[config.mk]
export PLATFORM = sky130hd
export DESIGN_NAME = pulse_generator
export DESIGN_NICKNAME = d
export VERILOG_FILES = /design/src/rtl/pulse_generator_pkg.sv /design/src/rtl/pulse_generator_timer.sv /design/src/rtl/pulse_generator.sv
export SDC_FILE = /design/constraint.sdc
export NUM_CORES = 1
export LEC_CHECK = 0
export CORE_MARGIN = 2
export CORE_UTILIZATION = 50
export DETAILED_ROUTE_END_ITERATION = 10
export DONT_BUFFER_PORTS = 1
export PLACE_DENSITY_LB_ADDON = 0.2
export SYNTH_ARGS = -nofsm -noshare
export SYNTH_HDL_FRONTEND = slang
export SYNTH_SLANG_ARGS = --single-unit
[constraint.sdc]
create_clock -name i_clk -period 5.2 [get_ports i_clk]
set_input_delay 0.52 -clock i_clk [delete_from_list [all_inputs] [get_ports i_clk]]
set_output_delay 0.52 -clock i_clk [all_outputs]
set_load 0.05 [all_outputs]
[src/rtl/pulse_generator_pkg.sv]
`default_nettype none
// ============================================================================
// Module      : pulse_generator_pkg
// Description : Shared FSM state encodings and default widths for the pulse
//               generator and its companion pulse counter.
// Revision    : 1.0 - initial release
// ============================================================================
package pulse_generator_pkg;

    localparam int unsigned c_def_cnt_w = 16;
    localparam int unsigned c_def_wid_w = 8;

    typedef enum logic [1:0] {
        ST_IDLE = 2'd0,
        ST_HIGH = 2'd1,
        ST_LOW  = 2'd2,
        ST_FIN  = 2'd3
    } pg_state_e;

endpackage : pulse_generator_pkg
`default_nettype wire

[src/rtl/pulse_generator_timer.sv]
`default_nettype none
// ============================================================================
// Module      : pulse_width_timer
// Description : Loadable down-counter; flags expiry on the last cycle of a phase.
// Revision    : 1.0 - initial release
// ============================================================================
module pulse_width_timer
    import pulse_generator_pkg::*;
#(
    parameter int unsigned WID_W = c_def_wid_w
) (
    input  logic             i_clk,
    input  logic             i_rst_n,
    input  logic             i_load,
    input  logic [WID_W-1:0] i_load_val,
    input  logic             i_en,
    output logic             o_expired
);

    logic [WID_W-1:0] cnt_q;
    logic [WID_W-1:0] cnt_d;

    // Counts down to 1 and parks there; a load always wins over counting.
    always_comb begin
        cnt_d = cnt_q;
        if (i_load) begin
            cnt_d = i_load_val;
        end else if (i_en && (cnt_q > WID_W'(1))) begin
            cnt_d = cnt_q - WID_W'(1);
        end
    end

    always_ff @(posedge i_clk) begin
        if (!i_rst_n) begin
            cnt_q <= '0;
        end else begin
            cnt_q <= cnt_d;
        end
    end

    assign o_expired = (cnt_q <= WID_W'(1));

endmodule : pulse_width_timer
`default_nettype wire

[src/rtl/pulse_generator.sv]
`default_nettype none
// ============================================================================
// Module      : pulse_generator
// Description : Emits a programmed burst of registered pulses with
//               programmable high/low widths, plus busy/done/sent status.
// Revision    : 1.0 - initial release
// ============================================================================
module pulse_generator
    import pulse_generator_pkg::*;
#(
    parameter int unsigned CNT_W = c_def_cnt_w,
    parameter int unsigned WID_W = c_def_wid_w
) (
    input  logic             i_clk,
    input  logic             i_rst_n,
    input  logic             i_start,
    input  logic             i_abort,
    input  logic [CNT_W-1:0] i_pulse_num,
    input  logic [WID_W-1:0] i_high_cyc,
    input  logic [WID_W-1:0] i_low_cyc,
    output logic             o_pulse,
    output logic             o_busy,
    output logic             o_done,
    output logic [CNT_W-1:0] o_pulse_sent
);

    pg_state_e        state_q, state_d;
    logic             pulse_q, pulse_d;
    logic             busy_q,  busy_d;
    logic             done_q,  done_d;
    logic [CNT_W-1:0] sent_q,  sent_d;
    logic [CNT_W-1:0] num_q,   num_d;
    logic [WID_W-1:0] high_q,  high_d;
    logic [WID_W-1:0] low_q,   low_d;

    logic [WID_W-1:0] w_high_eff;
    logic [WID_W-1:0] w_low_eff;
    logic             w_tmr_load;
    logic [WID_W-1:0] w_tmr_load_val;
    logic             w_tmr_en;
    logic             w_tmr_expired;

    // A zero width would give a phase of no length; treat it as one cycle.
    assign w_high_eff = (i_high_cyc == '0) ? WID_W'(1) : i_high_cyc;
    assign w_low_eff  = (i_low_cyc  == '0) ? WID_W'(1) : i_low_cyc;

    always_comb begin
        state_d        = state_q;
        pulse_d        = pulse_q;
        busy_d         = busy_q;
        done_d         = 1'b0;
        sent_d         = sent_q;
        num_d          = num_q;
        high_d         = high_q;
        low_d          = low_q;
        w_tmr_load     = 1'b0;
        w_tmr_load_val = high_q;
        w_tmr_en       = 1'b0;

        case (state_q)
            ST_IDLE: begin
                if (i_start && !i_abort) begin
                    num_d  = i_pulse_num;
                    high_d = w_high_eff;
                    low_d  = w_low_eff;
                    sent_d = '0;
                    busy_d = 1'b1;
                    if (i_pulse_num != '0) begin
                        state_d        = ST_HIGH;
                        pulse_d        = 1'b1;
                        w_tmr_load     = 1'b1;
                        w_tmr_load_val = w_high_eff;
                    end else begin
                        state_d = ST_FIN;
                        pulse_d = 1'b0;
                    end
                end
            end

            ST_HIGH: begin
                w_tmr_en = 1'b1;
                if (w_tmr_expired) begin
                    state_d        = ST_LOW;
                    pulse_d        = 1'b0;
                    sent_d         = sent_q + CNT_W'(1);
                    w_tmr_load     = 1'b1;
                    w_tmr_load_val = low_q;
                end
            end

            ST_LOW: begin
                w_tmr_en = 1'b1;
                if (w_tmr_expired) begin
                    // Equality compare: a full-scale count never wraps.
                    if (sent_q == num_q) begin
                        state_d = ST_FIN;
                    end else begin
                        state_d        = ST_HIGH;
                        pulse_d        = 1'b1;
                        w_tmr_load     = 1'b1;
                        w_tmr_load_val = high_q;
                    end
                end
            end

            ST_FIN: begin
                done_d  = 1'b1;
                busy_d  = 1'b0;
                state_d = ST_IDLE;
            end

            default: begin
                state_d = ST_IDLE;
                pulse_d = 1'b0;
                busy_d  = 1'b0;
            end
        endcase

        // Abort overrides every transition; completed-pulse count is kept.
        if (i_abort && (state_q != ST_IDLE)) begin
            state_d    = ST_IDLE;
            pulse_d    = 1'b0;
            busy_d     = 1'b0;
            done_d     = 1'b0;
            sent_d     = sent_q;
            w_tmr_load = 1'b0;
        end
    end

    always_ff @(posedge i_clk) begin
        if (!i_rst_n) begin
            state_q <= ST_IDLE;
            pulse_q <= 1'b0;
            busy_q  <= 1'b0;
            done_q  <= 1'b0;
            sent_q  <= '0;
            num_q   <= '0;
            high_q  <= '0;
            low_q   <= '0;
        end else begin
            state_q <= state_d;
            pulse_q <= pulse_d;
            busy_q  <= busy_d;
            done_q  <= done_d;
            sent_q  <= sent_d;
            num_q   <= num_d;
            high_q  <= high_d;
            low_q   <= low_d;
        end
    end

    pulse_width_timer #(
        .WID_W (WID_W)
    ) u_width_timer (
        .i_clk      (i_clk),
        .i_rst_n    (i_rst_n),
        .i_load     (w_tmr_load),
        .i_load_val (w_tmr_load_val),
        .i_en       (w_tmr_en),
        .o_expired  (w_tmr_expired)
    );

    assign o_pulse      = pulse_q;
    assign o_busy       = busy_q;
    assign o_done       = done_q;
    assign o_pulse_sent = sent_q;

endmodule : pulse_generator
`default_nettype wire

# Word-level counts from Yosys, hierarchy flattened

Index checks and enable logic that the tools add are counted.
W data, S select, Z words.

Register bits after elaboration: 61
Latch bits: 0
Memory bits (writable): 0
Memory bits (read-only): 0
Input port bits: 36
Output and inout bits: 19
Word-level logic and storage cells: 76
Memories: 0

Add/subtract/negate cells: 2
Multiply operators: 0
Divide/modulo/power cells: 0
Magnitude comparators: 2
Equality and inequality tests: 8
Shifts and indexed selects: 0
Mux-type cells: 33
Bitwise gates (word level): 2
Reduce and logical (&&, ||, !) cells: 20

Operator list:

| kind                    | count |
|---|---|
| $mux W8                 | 7 |
| $mux W16                | 2 |
| $pmux W16 S2            | 1 |
| $add A16 B1 Y16 const B | 1 |
| $eq A16 B16 Y1          | 1 |
| $logic_not A8 Y1        | 2 |
| $pmux W8 S2             | 1 |
| $reduce_bool A16 Y1     | 1 |
| $mux W1                 | 13 |
| $mux W2                 | 5 |
| $gt A8 B1 Y1 const B    | 1 |
| $le A8 B1 Y1 const B    | 1 |
| $pmux W2 S4             | 1 |
| $reduce_bool A2 Y1      | 4 |
| $sub A8 B1 Y8 const B   | 1 |
| $pmux W1 S3             | 2 |
| $reduce_and A5 Y1       | 1 |
| $eq A2 B2 Y1 const B    | 2 |
| $ne A2 B1 Y1 const B    | 2 |
| $ne A2 B2 Y1 const B    | 2 |
| $reduce_and A2 Y1       | 2 |
| $reduce_and A4 Y1       | 1 |
| $reduce_or A2 Y1        | 2 |
| $logic_and A1 B1 Y1     | 3 |
| 7 further kinds         | 8 |

# Depth between registers and ports, before layout

Depth in word-level cells: 6
Depth in mapped cells: 9
Mapped depth without buffers: 8

# By module

Synthesis repeated with hierarchy kept, for this count alone.

Cell total of the unflattened synthesis: 388
Area total of the unflattened synthesis: 3216.8 um2

By module, submodules not included:

| module            | times used | cells each | area an instance (um2) | sequential area each (um2) |
|---|---|---|---|---|
| pulse_generator   | 1          | 331        | 2740.1                 | 1061.0 |
| pulse_width_timer | 1          | 57         | 476.7                  | 160.2 |

# Worst setup path before layout

Ideal clock, no wire load.

Path type: register -> register
Start point: register u_width_timer.cnt_q[2]
End point: register sent_q[12], in the netlist o_pulse_sent[12]
Library setup time: 0.071 ns
Data arrival time: 2.399 ns
Required time: 5.129 ns
Setup slack: 2.730 ns
Stages on the path, launching flop included: 9
Buffers on the path: 2
Period minus slack after synthesis: 2.470 ns
Path through: dfxtp_1 -> or4_4 -> buf_6 -> o41ai_4 -> nand4_4 -> or2_1 -> clkbuf_2 -> or3_1 -> a21oi_1

Cells in the longest elaborated chain, start to end: 3

RTL lines:

| element                            | RTL line                    | source |
|---|---|---|
| start: declaration                 | pulse_generator_timer.sv:20 | `logic [WID_W-1:0] cnt_q;` |
| start signal: assignment           | pulse_generator_timer.sv:37 | `cnt_q <= cnt_d;` |
| $le A8 B1 Y1                       | pulse_generator_timer.sv:41 | `assign o_expired = (cnt_q <= WID_W'(1));` |
| $ne A2 B1 Y1 (no source line)      | n/a                         |  |
| $reduce_and A4 Y1 (no source line) | n/a                         |  |
| end signal: assignment             | pulse_generator.sv:145      | `sent_q <= sent_d;` |
| end: declaration                   | pulse_generator.sv:31       | `logic [CNT_W-1:0] sent_q, sent_d;` |

Every way passes these cells.
A chain may end at the register's enable or synchronous reset.

# Final worst setup path

Start point: register u_width_timer.cnt_q[2]
End point: register u_width_timer.cnt_q[2]

Cells in the longest elaborated chain, start to end: 5
Elaborated cells on any way between the ends: 13
Those cells by class: 1 x add/sub; 2 x order compare; 8 x mux; 2 x reduce/logical

RTL lines:

| element                                              | RTL line                                     | source |
|---|---|---|
| $le A8 B1 Y1                                         | pulse_generator_timer.sv:41                  |  |
| $mux W1, on equally long branches                    | pulse_generator.sv:93, pulse_generator.sv:82 |  |
| $pmux W1 S3                                          | pulse_generator.sv:60                        | `case (state_q)` |
| $mux W1                                              | pulse_generator.sv:120                       | `if (i_abort && (state_q != ST_IDLE)) begin` |
| $mux W8 / $reduce_bool A2 Y1 (equally long branches) | n/a                                          |  |

Parallel ways exist; a longest one is shown, timed or not. The select of a mux whose other input is x is not followed.

==> results by group <==
GRT
  – Largest net degree at the start of global routing: 45
  – Global Route Usage Sum: 0.221
  – Global route total overflow: 0
  – Number of global-route vias before repair: 2326
  – Initial antenna violation count: 0
  – First-pass GRT wire length: 11200 um

STA
  – RSZ-0062 raised after global routing: false
  – Crit path time final: 2.83 ns
  – Setup violations, final: 0
  – Period utilization: 0.543
  – Slew @ Worst Pin: between 1 and 1.5 ns
  – Peak Freq: approximately 0.35 GHz
  – Normalized max-slew margin: 0.158
  – Worst clock skew: 0.00674 ns
  – Final Worst Setup Slack: 2.37 ns
  – Total Neg Setup Slack: 0 ns
  – Fin. max-slew vios: 0
  – Hold slack: 0.311 ns
  – Final Hold Viols: 0

Place
  – Post-DP HPWL: 5060 um
  – Placed Cells: 426
  – PortBufs: 0
  – Worst slack at placement: 2.39 ns
  – Final Wtd Congestion: 0.899

Clock tree
  – CTS Root Cell: clkbuf_8
  – Clock insertion delay at the later pin of the skew report: about 0.34 ns
  – Setup bufs post-CTS: 0
  – Clock transition at path regs: approximately 0.070 ns
  – Clock sink total: a little over 60
  – CTS buffer count: 9
  – CTS tree: yes
  – CTS max path bufs: 2
  – H-tree depth: 3
  – CTS Hold Bufs: 0
  – CTS resizes: 0

Detailed routing
  – WL per Instance: between 15 and 20 um
  – Initial drt markers: between 100 and 150
  – Vias per cell: 5.76
  – TritonRoute pass-1 iters: 4
  – Routed WL: 6960 um
  – Post-DRT Antenna Nets: 0
  – Remaining routing DRC violations: 0
  – Via count: 2541

Worst setup path
  – Critical Path RT: about 5.5 ns
  – Crit Path Class: register to register
  – CP Max Fanout: 16
  – CP endpoint kind: register
  – Crit path launch type: register
  – Crit path arrival time: 3.10 ns

Die
  – Core area: a little under 6000 um^2
  – Die extent in x: 82.3 um
  – Chip Height: 82.3 um
  – I/O pin count: 55
  – # rows: 28
  – Initial Utilization: 0.517
  – Die Area: 6770 um^2

Logic synthesis
  – Async SR Flop Fraction: 0
  – Mapped Area: 3060 um^2
  – Yosys warns: 0
  – Post-synthesis sequential area ratio: 0.399
  – Avg Cell Area, Syn: approximately 8.4 um^2
  – Post-Syn Instances: 366
  – Post-synth cell types: 42
  – Ys flop type: dfxtp_1
  – Post-synthesis register bit count: 61
  – Post-synth EDFFs: 0
  – Synth Net Count: ~410

Layout
  – Diode count: 0
  – Layout cells sized above 1: 0.0574
  – Fillers: 585
  – Post-Layout Cell Count: between 400 and 500
  – Core Util, Final: 0.556
  – Nets: 405
  – Area growth from synthesis to layout: 7.39%

Power and ir drop
  – Peak VDD IR: 0.271 mV
  – Pwr per Cell Area: 446 nW/um^2
  – Lkg Pwr: approximately 1.1 nW

Flow run
  – Max Cap Violations: 0

Run status
  – Status: complete, no violations

Worst hold path
  – Hold WC Path Type: input port to register
state kept, by name, indices dropped and copies added, names as in the netlist:
register	flops
num_q	16
low_q	8
u_width_timer.cnt_q	8
o_done	1
state_q	2
o_pulse_sent	16
high_q	8
o_pulse	1
o_busy	1
final timing paths:
kind | to | slack [ns] | cells past startpoint | from
setup / recovery | u_width_timer.cnt_q[2]$_SDFFE_PN0P_ | 2.37 | 6 | u_width_timer.cnt_q[2]$_SDFFE_PN0P_
hold / removal | o_busy$_SDFFE_PP0P_ | 0.31 | 1 | i_rst_n
setup reg to reg | u_width_timer.cnt_q[2]$_SDFFE_PN0P_ | 2.37 | 6 | u_width_timer.cnt_q[2]$_SDFFE_PN0P_
hold reg to reg | high_q[3]$_SDFFE_PN0P_ | 0.46 | 2 | high_q[3]$_SDFFE_PN0P_
cell usage in the layout (no fill, tap or decap), types with 8 or more instances in the layout:
master / instances
xnor2_1: 25
nor3_1: 11
a222oi_1: 8
nor4_1: 9
a21boi_0: 30
nor2_1: 18
clkbuf_8: 11
nand2_1: 73
o21ai_0: 17
inv_1: 10
a21oi_1: 19
dfxtp_1: 61
cell type report:
cell class              instances  area, um^2  share of cell area
clock buffers                  14         163              0.0494
clock inverters                 1        30.0             0.00913
inverters                      10        37.5              0.0114
multi-input cells             279        1740               0.528
flip-flops and latches         61        1220               0.371
well taps                      75        93.8              0.0285
repair buffers                  1        7.51             0.00228
cell usage after synthesis (2+ instances only):
cell	instances	area, um^2
nor2_1	19	71.3
xnor2_1	25	219
o211a_1	3	30.0
xor2_1	6	52.6
a221oi_1	2	17.5
a21boi_0	30	225
ha_1	7	87.6
dfxtp_1	61	1220
mux2i_1	2	20.0
nand2b_1	3	18.8
o21ai_0	17	85.1
clkbuf_1	13	48.8
a21oi_1	19	95.1
inv_1	10	37.5
nand4_1	7	43.8
a222oi_1	8	80.1
nor4_1	9	56.3
o21ai_1	2	10.0
a41oi_1	4	35.0
nand3_1	7	35.0
nand2_1	73	274
and3_1	3	18.8
or3_1	7	43.8
nor3_1	11	55.1
worst max-delay path, stage by stage (launching register included):
cell and delay, ns:
dfxtp_1 0.35, or4_4 0.60, nor4b_2 0.75, o21ai_0 0.19
o21ai_1 0.51, o21ai_0 0.21, a21oi_1 0.14
report_power, final:
part / leakage (nW) / internal, mW / total (mW) / switching [mW]
clock network: 0.0968 / 0.246 / 0.423 / 0.178
registers: 0.497 / 0.528 / 0.617 / 0.0884
logic: 0.537 / 0.171 / 0.429 / 0.258
total: 1.13 / 0.945 / 1.47 / 0.523
logic make-up (layout without fill, tap and decap cells):
| kind of cell | count (synthesis) | count (layout) | share of synthesized area |
|---|---|---|---|
| xor gates and xnor gates | 31 | 31 | 0.0886 |
| buffers and inverters | 26 | 26 | 0.0351 |
| and+or+nand+nor | 148 | 148 | 0.232 |
| adders and majority gates | 7 | 7 | 0.0286 |
| DFF | 61 | 61 | 0.399 |
| muxes | 3 | 3 | 0.0102 |
| AOI/OAI and AO/OA | 90 | 90 | 0.207 |
metal layers:
metal  vias to the layer above  part of all wire  global-route usage
met5                         -                 0                   0
met4                         0             0.024               0.105
met3                        16             0.071              0.0728
met2                        61              0.47               0.365
met1                      1172              0.43               0.257
li1                       1292                 -                   -
metrics by stage:
| stage | instance area [um^2] | power [mW] |
|---|---|---|
| final | 3290 | 1.47 |
| after CTS | 3290 | 1.48 |
| after detailed placement | 3100 | 1.05 |
| after floorplan | 3060 | 0.976 |
| after global routing | 3290 | 1.56 |
| after global placement | 3100 | 1.05 |
No activity file was read; power rests on OpenSTA's default activity.
